**src/rtl/arb_pkg.sv**
```systemverilog
// Shared definitions for the 4-requester round-robin arbiter.
// Optional build macro: ARB_TIMEOUT_EN (adds a hold-time limit per owner).
package arb_pkg;

    localparam int unsigned N_REQ        = 4;
    localparam int unsigned PTR_W        = 2;
    localparam int unsigned DEF_MAX_HOLD = 8;

    typedef enum logic {
        IDLE  = 1'b0,
        GRANT = 1'b1
    } arb_state_t;

    // Index of the set bit in a one-hot vector; zero when the vector is empty.
    function automatic logic [PTR_W-1:0] onehot_to_idx(input logic [N_REQ-1:0] oh);
        logic [PTR_W-1:0] idx;
        idx = '0;
        for (int i = 0; i < N_REQ; i++) begin
            if (oh[i]) idx = PTR_W'(i);
        end
        return idx;
    endfunction

endpackage

```
**src/rtl/rr_pick.sv**
```systemverilog
// Rotating-priority picker: returns the first set bit of (req & mask),
// searching from ptr upward modulo 4. Output is one-hot or zero.
module rr_pick
    import arb_pkg::*;
(
    input  logic [N_REQ-1:0] req,
    input  logic [PTR_W-1:0] ptr,
    input  logic [N_REQ-1:0] mask,
    output logic [N_REQ-1:0] pick
);

    logic [N_REQ-1:0] cand;
    assign cand = req & mask;

    // Walk the rotation order and keep only the first candidate found.
    always_comb begin
        logic             found;
        logic [PTR_W-1:0] idx;
        // NOTE: every combinational output gets a default first, so no path leaves it unassigned and no latch is inferred.
        pick  = '0;
        found = 1'b0;
        for (int k = 0; k < N_REQ; k++) begin
            idx = ptr + PTR_W'(k);
            if (!found && cand[idx]) begin
                pick[idx] = 1'b1;
                found     = 1'b1;
            end
        end
    end

endmodule

```
**src/rtl/rr_arbiter_4.sv**
```systemverilog
// Round-robin arbiter with a registered, held one-hot grant.
// Optional build macro: ARB_TIMEOUT_EN -- when defined, an owner is forced to
// release after DEF_MAX_HOLD consecutive grant cycles.
module rr_arbiter_4
    import arb_pkg::*;
(
    input  logic             clk,
    input  logic             rst_n,
    input  logic [N_REQ-1:0] req,
    input  logic             done,
    output logic [N_REQ-1:0] grant,
    output logic             grant_valid,
    output logic             busy
);

    arb_state_t       state, state_nxt;
    logic [PTR_W-1:0] ptr, ptr_nxt;
    logic [N_REQ-1:0] grant_nxt;
    logic [PTR_W-1:0] owner;
    logic [PTR_W-1:0] pick_ptr;
    logic [N_REQ-1:0] pick_mask;
    logic [N_REQ-1:0] pick;
    logic             release_ev;
    logic             timeout_hit;

    assign owner = onehot_to_idx(grant);

    // In GRANT the search starts just past the owner and excludes it, which is
    // exactly the pointer the release will install.
    assign pick_ptr  = (state == GRANT) ? owner + PTR_W'(1) : ptr;
    assign pick_mask = (state == GRANT) ? ~grant : '1;

    rr_pick u_pick (
        .req  (req),
        .ptr  (pick_ptr),
        .mask (pick_mask),
        .pick (pick)
    );

`ifdef ARB_TIMEOUT_EN
    localparam int unsigned MAX_HOLD = DEF_MAX_HOLD;
    localparam int unsigned HOLD_W   = $clog2(MAX_HOLD + 1);

    logic [HOLD_W-1:0] hold_cnt;

    // Fires on the last permitted cycle so the owner holds exactly MAX_HOLD cycles.
    assign timeout_hit = (state == GRANT) && (hold_cnt == HOLD_W'(MAX_HOLD - 1));

    // Hold counter: cleared on each new grant, counts cycles spent holding it.
    always_ff @(posedge clk or negedge rst_n) begin
        if (!rst_n) begin
            hold_cnt <= '0;
        end else if (grant_nxt != grant) begin
            hold_cnt <= '0;
        end else if (state == GRANT) begin
            hold_cnt <= hold_cnt + HOLD_W'(1);
        end
    end
`else
    assign timeout_hit = 1'b0;
`endif

    // done has precedence over any req change; either way there is one release.
    assign release_ev = done || !(|(req & grant)) || timeout_hit;

    // Next-state, next-pointer and next-grant selection.
    always_comb begin
        state_nxt = state;
        ptr_nxt   = ptr;
        grant_nxt = grant;
        unique case (state)
            IDLE: begin
                if (|req) begin
                    grant_nxt = pick;
                    state_nxt = GRANT;
                end
            end
            GRANT: begin
                if (release_ev) begin
                    ptr_nxt   = owner + PTR_W'(1);
                    grant_nxt = pick;
                    state_nxt = (|pick) ? GRANT : IDLE;
                end
            end
            default: begin
                state_nxt = IDLE;
                grant_nxt = '0;
            end
        endcase
    end

    // State, pointer and grant registers.
    always_ff @(posedge clk or negedge rst_n) begin
        if (!rst_n) begin
            state <= IDLE;
            ptr   <= '0;
            grant <= '0;
        end else begin
            // NOTE: non-blocking assignments so every register samples the pre-edge values of the others.
            state <= state_nxt;
            ptr   <= ptr_nxt;
            grant <= grant_nxt;
        end
    end

    assign grant_valid = |grant;
    assign busy        = (state == GRANT);

endmodule
```
**config.mk**
```make
export PLATFORM = sky130hd
export DESIGN_NAME = rr_arbiter_4
export DESIGN_NICKNAME = d
export VERILOG_FILES = /design/src/rtl/arb_pkg.sv /design/src/rtl/rr_pick.sv /design/src/rtl/rr_arbiter_4.sv
export SDC_FILE = /design/constraint.sdc
export NUM_CORES = 1
export LEC_CHECK = 0
export BUFFER_PORTS_ARGS = -buffer_cell sky130_fd_sc_hd__buf_2
export CORE_ASPECT_RATIO = 0.9
export CORE_UTILIZATION = 60
export CTS_CLUSTER_DIAMETER = 200
export DETAILED_ROUTE_END_ITERATION = 10
export PLACE_DENSITY_LB_ADDON = 0.15
export SLEW_MARGIN = 10
export SYNTH_ARGS = -nofsm -noshare
export SYNTH_HDL_FRONTEND = slang
export SYNTH_HIERARCHICAL = 1
export SYNTH_SLANG_ARGS = --single-unit
```
**constraint.sdc**
```tcl
create_clock -name clk -period 5.5 [get_ports clk]
set_clock_uncertainty 0.05 [all_clocks]
set_input_delay 0.825 -clock clk [delete_from_list [all_inputs] [get_ports clk]]
set_output_delay 0.825 -clock clk [all_outputs]
set_load 0.02 [all_outputs]
```
### Word-level counts from Yosys, hierarchy flattened

Cells that the tools add are included.

| storage, ports and cells | value |
|---|---|
| register bits | 7 |
| output and inout bits | 6 |
| bits of input ports | 7 |

| cells by class | value |
|---|---|
| reduce and logical (&&, ||, !) cells | 18 |
| equal/unequal tests | 2 |
| multiplexer cells | 35 |
| $add $sub $neg | 4 |
| bitwise gates (word level) | 7 |
| magnitude comparators | 8 |

Operators with widths:

| operator | count |
|---|---|
| two-way mux 4 bit | 7 |
| OR reduction 4 bit | 4 |
| two-way mux 1 bit | 15 |
| less-than comparator 2 x 3 -> 1 bit (second input constant) | 4 |
| OR 4 bit | 3 |
| AND 4 bit | 2 |
| binary-select mux 1 bit (select 2 bit) | 4 |
| demux 1 bit (select 2 bit) | 4 |
| >= comparator 2 x 1 -> 1 bit (second input constant) | 4 |
| case mux 4 bit (2 select lines) | 1 |
| logical AND 1 bit | 7 |
| two-way mux 2 bit | 3 |
| adder 2 x 1 -> 2 bit (second input constant) | 2 |
| adder 2 bit (second input constant) | 2 |
| logical NOT 1 bit | 4 |
| NOT 4 bit | 1 |
| AND reduction 2 bit | 2 |
| != test 2 x 1 -> 1 bit (second input constant) | 1 |
| != test 2 bit (second input constant) | 1 |
| case mux 1 bit (2 select lines) | 1 |
| logical OR 1 bit | 1 |
| NOT 1 bit | 1 |

### Logic depth before layout (Yosys ltp)

Gate-level depths: netlist of run 1.

| depth | value |
|---|---|
| depth after elaboration | 21 |
| gate-level depth with buffers | 11 |
| depth with buffers taken out | 11 |

### Cells and area by module

The synthesis of run 1 kept the hierarchy.

Modules (own cells, without submodules):

| module | cells an instance | area each (um2) | instances |
|---|---|---|---|
| rr_arbiter_4 | 54 | 486.7 | 1 |
| rr_pick | 49 | 399.1 | 1 |

### Least setup slack after synthesis of run 1

OpenSTA, ideal clock, no wires.

| path | value |
|---|---|
| kind | reg2reg |
| from | register state (netlist: busy) |
| to | register state (netlist: busy) |
| period minus slack after synthesis | 3.067 ns |
| required time | 5.326 ns |
| cell stages (with the launch flop) | 12 |
| arrival | 2.894 ns |
| setup slack | 2.433 ns |
| setup time | 0.124 ns |
| path through | dfrtp_1 > buf_2 > o211ai_1 > nand2_1 > inv_1 > ha_1 > mux4_2 > a21oi_4 > a22oi_1 > nand3_2 > or4_1 > o31a_1 |

| on the way | value |
|---|---|
| elaborated cells between the ends (all ways) | 55 |
| classes of those cells | add/sub (3); order compare (8); mux (28); bitwise (5); reduce/logical (11) |

RTL lines:

| element | line | RTL |
|---|---|---|
| start: declaration | rr_arbiter_4.sv:16 | `arb_state_t state, state_nxt;` |
| start signal: assignment | rr_arbiter_4.sv:100 | `state <= state_nxt;` |
| two-way mux 2 bit * | rr_arbiter_4.sv:30 | `assign pick_ptr = (state == GRANT) ? owner + PTR_W'(1) : ptr;` |
| via pick_ptr[0] | rr_arbiter_4.sv:20 | `logic [PTR_W-1:0] pick_ptr;` |
| parallel branches: the longest is 11 deep, another holds less-than comparator 2 x 3 -> 1 bit | - |  |
| two-way mux 4 bit * | rr_pick.sv:24 | `if (!found && cand[idx]) begin` |
| OR reduction 4 bit * | rr_arbiter_4.sv:82 | `state_nxt = (\|pick) ? GRANT : IDLE;` |
| two-way mux 1 bit * | rr_arbiter_4.sv:82 |  |
| two-way mux 1 bit * | rr_arbiter_4.sv:79 | `if (release_ev) begin` |
| case mux 1 bit (2 select lines) * | rr_arbiter_4.sv:71 | `unique case (state)` |
| via state_nxt | rr_arbiter_4.sv:16 |  |

Mark *: on every way through the listed nets, which the timed path passes. The select of a mux whose other input is x is not followed.
A chain may end at the register's enable or synchronous reset.

### Worst setup path after layout of run 1

Ends and elaborated chain as after synthesis.

==> results of run 1 <==
## final cells by class
| class | count | area (µm²) |
|---|---|---|
| flip-flops and latches | 7 | 175 |
| multi-input cells | 89 | 683 |
| repair buffers | 12 | 60.1 |
| fillers | 97 | 322 |
| clock buffers | 4 | 26.3 |
| inverters | 6 | 22.5 |
| well taps | 14 | 17.5 |
## cells in the final DEF (no fill, tap or decap), types with 2 or more instances in the layout
master,instances
o211ai_1,12
buf_2,12
nand3_1,11
nand2_1,10
dfrtp_1,7
ha_1,7
inv_1,6
a21oi_1,6
o21ai_1,4
a211o_1,4
nand2_2,4
a22oi_1,4
o21ai_0,4
nand3_2,4
clkbuf_4,3
or4_1,2
a22oi_2,2
a211oi_2,2
a22o_1,2
mux4_2,2
nand4_1,2
## metal layers
metal / part of all wire (%) / vias to the layer above / global-route usage (%)
li1: - / 440 / -
met1: 44 / 434 / 43.0
met2: 43 / 59 / 44.2
met3: 12 / 4 / 9.43
met4: 1.0 / 0 / 12.5
met5: 0 / - / 0
## worst max-delay path by stage
stage	startpoint	to	slack, ns
6_report	busy$_DFF_PN0_	busy$_DFF_PN0_	2.08
5_1_grt	busy$_DFF_PN0_	busy$_DFF_PN0_	1.93
4_1_cts	busy$_DFF_PN0_	busy$_DFF_PN0_	2.13
3_5_place_dp	busy$_DFF_PN0_	busy$_DFF_PN0_	2.15
3_3_place_gp	busy$_DFF_PN0_	busy$_DFF_PN0_	2.26
2_1_floorplan	busy$_DFF_PN0_	busy$_DFF_PN0_	2.43
## logic make-up after synthesis
group / Yosys count / share of synthesized area [%]
AOI/OAI and AO/OA: 42 / 35.9
adders and majority gates: 7 / 9.89
buffers and inverters: 7 / 3.11
DFF: 7 / 19.8
muxes: 2 / 5.08
and+or+nand+nor: 38 / 26.3
## critical path, cell delays in order (launching register included)
cell     delay (ns)
dfrtp_1        0.49
inv_1          0.27
nand2_1        0.12
nand2_1        0.26
inv_1          0.19
ha_1           0.40
mux4_2         0.33
a21oi_4        0.06
a22oi_1        0.19
nand3_2        0.13
or4_1          0.51
o31a_1         0.29
## synthesized netlist by cell type, types with 4 or more instances
cell type,n,share of area [%]
inv_1,6,2.5
nand3_1,11,6.2
a22oi_1,4,3.4
dfrtp_1,7,20
o21ai_1,4,2.3
a211o_1,4,4.0
o211ai_1,12,10
nand2_1,10,4.2
ha_1,7,9.9
a21oi_1,6,3.4
nand3_2,4,4.5
o21ai_0,4,2.3
nand2_2,4,2.8
## through the flow
| step | worst slack, ns | cells | utilization (%) | hold WS, ns | power [mW] |
|---|---|---|---|---|---|
| CTS | 2.13 | 132 | 75.4 | 0.328 | 0.675 |
| detailed placement | 2.15 | 128 | 73.4 | 0.475 | 0.620 |
| floorplan | 2.43 | 103 | - | 0.438 | 0.507 |
| global route | 1.93 | 132 | 75.4 | 0.324 | 0.736 |
| finish | 2.08 | 132 | 75.4 | 0.331 | 0.680 |
| global placement | 2.26 | 128 | 73.4 | 0.473 | 0.610 |
## sequential cells by signal, indices dropped and copies added (netlist names)
name,count
ptr,2
grant,4
busy,1
## report_power, final
group / internal, mW / switching, mW / total, mW
Sequential: 0.0759 / 0.0338 / 0.110
Combinational: 0.206 / 0.314 / 0.520
Clock: 0.0279 / 0.0230 / 0.0509
==> flow_summary.json, run 1 <==
{
  "wl_mm": 2.21,
  "setup_violations": 0,
  "r2r-start": "busy$_DFF_PN0_",
  "maxSlewViolCount": 0,
  "die-height_um": 38.5,
  "worstPathArrival_ns": 3.51,
  "die_area_um2": 1630,
  "rsz0062_at_grt": "no",
  "antenna_found_initial": 0,
  "cp-end-kind": "flop",
  "cts_max_path_buffers": 2,
  "diodes": 0,
  "critPathLaunchType": "flop",
  "netlist_instances": 103,
  "postSynthAreaPerCell_um2": 8.60,
  "status": "finished clean",
  "peakVddDrop_v": 0.000430,
  "synth_flop_cell": "dfrtp_1",
  "hold_viol": 0,
  "clock_latency_ns": 0.27,
  "dp_hpwl_mm": 1.76,
  "syn_to_final_growth_pct": 11.2,
  "post_cts_buffers": 0,
  "drc": 0,
  "grt_max_degree": 13,
  "yosysWarningCount": 6,
  "cts_buffers": 3,
  "slew_headroom_pct": 67.1,
  "cts_tree": "built",
  "start_util_pct": 67.8,
  "p_per_area_nw_per_um2": 691,
  "ys_seq_elements": 7,
  "overflow": 0,
  "drt.antenna.violating_nets": 0,
  "path_class": "reg2reg",
  "cts.repair.resized": 0,
  "core_um2": 1310,
  "netlist_area_um2": 886,
  "synth_edf_count": 0,
  "fp-row-count": 12,
  "cts_root_buf": "clkbuf_4",
  "firstDrtPassIters": 5,
  "finalCritPeriodShare_pct": 62.1,
  "hold_buffers": 0,
  "maxCapViolations": 0,
  "die_x_um": 42.5,
  "synth_nets": 117,
  "numPortBuffers": 12,
  "p_leak_nw": 0.410,
  "place_area_um2": 958,
  "r2r_setup_slack_ns": 2.08,
  "dr.first_iter.drc_count": 53,
  "grt_pass1_vias": 776,
  "worstMarginPinSlew_ns": 0.490,
  "cp_max_fo": 12,
  "clk_pin_slew_ns": 0.06,
  "grt_pass1_wl_mm": 3.62,
  "worst_r2r_endpoint": "busy$_DFF_PN0_",
  "async_reset_ff_share_pct": 100,
  "avgViaCountPerCell": 7.10,
  "pin_count": 13,
  "max_freq_ghz": 0.293,
  "num_vias": 937,
  "yosysSeqAreaShare_pct": 19.8,
  "h-tree-depth": 1,
  "nets": 133,
  "wl_per_cell_um": 16.8,
  "cts.sinks": 7,
  "ff2ff_path_depth": 11,
  "drive_gt1_share_pct": 28.0,
  "hp-class": "in2async",
  "ys_types": 27,
  "required_ns": 5.59,
  "gp_congestion": 1.01,
  "fin_tns_setup_ns": 0,
  "min_period_ns": 3.42,
  "grt_util_all_layers_pct": 30.9,
  "design_area_um2": 985
}
(Power assumes the default switching activity.)
==> inputs of run 2 (changes only) <==
--- a/config.mk
+++ b/config.mk
@@ -7,7 +7,7 @@
 export LEC_CHECK = 0
 export BUFFER_PORTS_ARGS = -buffer_cell sky130_fd_sc_hd__buf_2
 export CORE_ASPECT_RATIO = 0.9
-export CORE_UTILIZATION = 60
+export CORE_UTILIZATION = 50
 export CTS_CLUSTER_DIAMETER = 200
 export DETAILED_ROUTE_END_ITERATION = 10
 export PLACE_DENSITY_LB_ADDON = 0.15
==> constraint.sdc (replaced) <==
create_clock -name clk -period 2.9 [get_ports clk]
set_clock_uncertainty 0.05 [all_clocks]
set_input_delay 0.435 -clock clk [delete_from_list [all_inputs] [get_ports clk]]
set_output_delay 0.435 -clock clk [all_outputs]
set_load 0.02 [all_outputs]
==> flow_summary.json, run 2 (synthesis gave the netlist of run 1 again) <==
{
  "status": "finished clean",
  "regArea_um2": 180,
  "drc": 0,
  "worst_r2r_endpoint": "busy$_DFF_PN0_",
  "finalHoldWorstSlack_ns": 0.492,
  "drive_gt1_share_pct": 40.6,
  "die-height_um": 41.9,
  "rsz0062_at_grt": "no",
  "layout_common_cells": "12 x o211ai_1, 12 x buf_2, 11 x nand3_1",
  "cts_buffers": 3,
  "required_ns": 3.00,
  "hold_viol": 0,
  "r2r_setup_slack_ns": 0.08,
  "cp_max_fo": 8,
  "dr.first_iter.drc_count": 63,
  "pin_count": 13,
  "core_um2": 1660,
  "grt_util_all_layers_pct": 30.6,
  "r2r-start": "grant[1]$_DFFE_PN0P_",
  "grt_pass1_vias": 897,
  "peakVddDrop_v": 0.000701,
  "die_area_um2": 1940,
  "finalWorstSetupSlack_ns": 0.0814,
  "cts_root_buf": "clkbuf_4",
  "die_x_um": 46.4,
  "grt_pass1_wl_mm": 4.15,
  "wl_mm": 2.64,
  "avgViaCountPerCell": 6.59,
  "antenna_found_initial": 0,
  "path_class": "reg2reg",
  "diodes": 0,
  "min_period_ns": 2.82,
  "h-tree-depth": 1,
  "n_fill_cell": 139,
  "p_leak_nw": 0.451,
  "worstMarginPinSlew_ns": 0.537,
  "place_area_um2": 1040,
  "fp-row-count": 14,
  "dp_hpwl_mm": 1.92,
  "cts_max_path_buffers": 2,
  "dp_slack_ns": 0.0941,
  "start_util_pct": 53.2,
  "cts_tree": "built",
  "clk_pin_slew_ns": 0.06,
  "max_freq_ghz": 0.355,
  "p_per_area_nw_per_um2": 1370,
  "cts.sinks": 7,
  "multi_input_comb_area_um2": 698,
  "maxCapViolations": 0,
  "grt_max_degree": 13,
  "wl_per_cell_um": 17.3,
  "drt.antenna.violating_nets": 0,
  "critPathLaunchType": "flop",
  "gp_congestion": 0.891,
  "clock_latency_ns": 0.27,
  "fin_tns_setup_ns": 0,
  "total_power_mw": 1.50,
  "firstDrtPassIters": 4,
  "maxSlewViolCount": 0,
  "numPortBuffers": 12,
  "nets": 143,
  "ff2ff_path_depth": 10,
  "post-route-util_pct": 65.8,
  "worstPathArrival_ns": 2.92,
  "design_area_um2": 1090,
  "largest_reg_flops": 4,
  "cp-end-kind": "flop",
  "largest_register": "grant",
  "syn_to_final_growth_pct": 23.6,
  "dp_cells": 146,
  "hp-class": "in2async",
  "setup_violations": 0,
  "finalCritPeriodShare_pct": 97.2,
  "slew_headroom_pct": 63.9,
  "layout.cells.non_filler": 152,
  "overflow": 0,
  "num_vias": 1002
}
run 2: how the worst max path moves through the flow:
stage                               from              to  slack [ns]  cells after the start
floorplan                 busy$_DFF_PN0_  busy$_DFF_PN0_        0.04                     11
CTS                       busy$_DFF_PN0_  busy$_DFF_PN0_        0.08                     10
global route        grant[1]$_DFFE_PN0P_  busy$_DFF_PN0_        0.02                     11
finish              grant[1]$_DFFE_PN0P_  busy$_DFF_PN0_        0.08                     10
global placement          busy$_DFF_PN0_  busy$_DFF_PN0_        0.16                     10
detailed placement        busy$_DFF_PN0_  busy$_DFF_PN0_        0.09                     10
run 2: final cells by class:
class,instances,share of cell area (%)
clock buffers,4,2.40
multi-input cells,89,63.8
inverters,6,2.06
flip-flops and latches,7,16.5
repair buffers,22,12.6
well taps,24,2.74
run 2: power by group:
| part | switching (mW) | leakage (nW) | internal, mW |
|---|---|---|---|
| sequential | 0.0331 | 0.0819 | 0.148 |
| clock | 0.0457 | 0.0150 | 0.0532 |
| combinational | 0.720 | 0.354 | 0.497 |
run 2: timing repair:
action / CTS / global route
setup endpoints to repair: 0 / 1
resized for setup: 0 / 2
setup buffers: 0 / 1
hold buffers: 1 / 0
hold endpoints to repair: 7 / 0
run 2: critical path, stage by stage, from the launching register on:
cell and delay [ns]:
dfrtp_2 0.41, o211ai_1 0.26, nand2_2 0.09, buf_4 0.18, nand3_1 0.08, o211ai_1 0.17
and2_1 0.28, a22oi_2 0.25, nand3_2 0.11, or4_1 0.53, o31a_1 0.29
run 2: layer usage:
layer	vias to the layer above	track usage, %	routed length (µm)
li1	464	-	-
met1	478	45.8	1150
met2	47	42.5	1240
met3	13	6.52	177
met4	0	10.6	63
met5	-	0	0
==> inputs of run 3 (changes only) <==
--- a/config.mk
+++ b/config.mk
@@ -7,6 +7,7 @@
 export LEC_CHECK = 0
 export BUFFER_PORTS_ARGS = -buffer_cell sky130_fd_sc_hd__buf_2
 export CORE_ASPECT_RATIO = 0.9
+export CORE_MARGIN = 4
 export CORE_UTILIZATION = 50
 export CTS_CLUSTER_DIAMETER = 200
 export DETAILED_ROUTE_END_ITERATION = 10
==> constraint.sdc (replaced) <==
create_clock -name clk -period 2.9 [get_ports clk]
set_clock_uncertainty 0.05 [all_clocks]
set_input_delay 0.435 -clock clk [delete_from_list [all_inputs] [get_ports clk]]
set_output_delay 0.435 -clock clk [all_outputs]
set_load 0.005 [all_outputs]
==> flow_summary.json, run 3 (synthesis gave the netlist of run 1 again) <==
{
  "status": "finished clean",
  "h-tree-depth": 1,
  "numPortBuffers": 12,
  "drc": 0,
  "largest_reg_flops": 4,
  "syn_to_final_growth_pct": 23.3,
  "core_um2": 1680,
  "maxCapViolations": 0,
  "maxSlewViolCount": 0,
  "drive_gt1_share_pct": 34.6,
  "slowest_stage": "or4_1",
  "largest_register": "grant",
  "grt_pass1_wl_mm": 3.79,
  "critPathBufInv": 1,
  "dp_cells": 148,
  "p_per_area_nw_per_um2": 1270,
  "worstMarginPinSlew_ns": 0.465,
  "switching_share_pct": 50.1,
  "wl_per_cell_um": 15.6,
  "cts_tree": "built",
  "dp_hpwl_mm": 1.88,
  "seqPwrFrac_pct": 12.7,
  "grt_max_degree": 9,
  "die_x_um": 52.4,
  "cp.depth": 10,
  "grt_util_all_layers_pct": 20.8,
  "cp_top_family": "compound AO/OA/AOI/OAI gates",
  "cts_buffers": 3,
  "hold_viol": 0,
  "finalHoldWorstSlack_ns": 0.487,
  "gp_congestion": 0.948,
  "wl_mm": 2.41,
  "avgViaCountPerCell": 6.29,
  "worstPathArrival_ns": 2.87,
  "finalCritPeriodShare_pct": 96.3,
  "diodes": 0,
  "antenna_found_initial": 0,
  "die_area_um2": 2510,
  "min_period_ns": 2.79,
  "crit_chain": "o211ai_1 > nand2_2 > inv_1 > ha_1 > mux4_2 > a21oi_4 > a22oi_1 > nand3_2 > or4_1 > o31a_1",
  "clockPowerShare_pct": 6.5,
  "cts.repair.resized": 0,
  "start_util_pct": 52.7,
  "cp_slowest_stage_delay_ns": 0.51,
  "clk_pin_slew_ns": 0.06,
  "n_fill_cell": 149,
  "hp-class": "reg2reg",
  "overflow": 0,
  "pin_count": 13,
  "comb_power_share_pct": 80.8,
  "clock_latency_ns": 0.26,
  "fin_tns_setup_ns": 0,
  "drt.antenna.violating_nets": 0,
  "slew_headroom_pct": 68.7,
  "layout.cells.non_filler": 154,
  "die-height_um": 47.9,
  "total_power_mw": 1.39,
  "internal_power_uw": 694,
  "cts_max_path_buffers": 2,
  "ff2ff_path_depth": 10,
  "critPathLaunchType": "flop",
  "peakVddDrop_v": 0.000564,
  "cts.sinks": 7,
  "net-switching-power_uw": 696,
  "cp_max_fo": 5,
  "grt_pass1_vias": 801,
  "fp-row-count": 14,
  "required_ns": 2.98,
  "post-route-util_pct": 65.0,
  "p_leak_nw": 0.468,
  "whs_path_depth": 2,
  "path_class": "reg2reg",
  "dr.first_iter.drc_count": 76,
  "cts_root_buf": "clkbuf_4",
  "layout_common_cells": "12 x o211ai_1, 12 x buf_2, 11 x nand3_1, 11 x buf_4, 9 x nand2_1",
  "num_vias": 968,
  "setup_violations": 0,
  "cp-end-kind": "flop",
  "max_freq_ghz": 0.358,
  "nets": 145,
  "firstDrtPassIters": 4
}
## run 3: power by group through the flow
stage	Sequential [mW]	Combinational [mW]	Clock (mW)
CTS	0.177	1.09	0.0917
detailed placement	0.177	1.09	0
floorplan	0.186	0.741	0
global placement	0.176	1.07	0
global route	0.183	1.22	0.0974
finish	0.176	1.12	0.0902
## run 3: tightest hold or removal path, delay by kind of cell (launching register included)
kind            cells  cell delay [ns]
simple gates        1             0.08
flops               1             0.34
compound gates      1             0.08
## run 3: path summary, 6_finish.rpt
kind	end	slack (ns)	from
worst max-delay path	busy$_DFF_PN0_	0.11	grant[2]$_DFFE_PN0P_
worst min-delay path	ptr[1]$_DFFE_PN0P_	0.49	ptr[1]$_DFFE_PN0P_
worst max register to register	busy$_DFF_PN0_	0.11	grant[2]$_DFFE_PN0P_
worst min register to register	ptr[1]$_DFFE_PN0P_	0.49	ptr[1]$_DFFE_PN0P_
max in group asynchronous	ptr[0]$_DFFE_PN0P_	2.12	rst_n
min in group asynchronous	grant[2]$_DFFE_PN0P_	0.51	rst_n
## run 3: cell type report
class | count | area [µm²] | area share [%]
Clock buffer | 4 | 26.3 | 2.41
Inverter | 6 | 22.5 | 2.06
Multi-Input combinational cell | 89 | 686 | 62.8
Sequential cell | 7 | 175 | 16.0
Tap cell | 24 | 30.0 | 2.75
Timing Repair Buffer | 24 | 153 | 14.0
## run 3: what timing repair did
| item | 4_1_cts | 5_1_grt |
|---|---|---|
| hold endpoints to repair | 7 | 0 |
| setup buffers | 0 | 1 |
| setup endpoints to repair | 0 | 1 |
| hold buffers | 1 | 0 |
## run 3: layer usage
metal / track usage (%) / vias up / share of wire, %
met1: 30.5 / 457 / 47
met3: 3.74 / 6 / 7.2
met2: 31.9 / 43 / 44
met4: 4.59 / 0 / 1.2
met5: 0 / - / 0
li1: - / 462 / -
## run 3: metrics by stage
step	instance area [µm²]	setup slack, ns
after global routing	1090	-0.0605
after global placement	1050	0.222
final	1090	0.108
after CTS	1080	0.165
after detailed placement	1050	0.190
after floorplan	888	0.00984
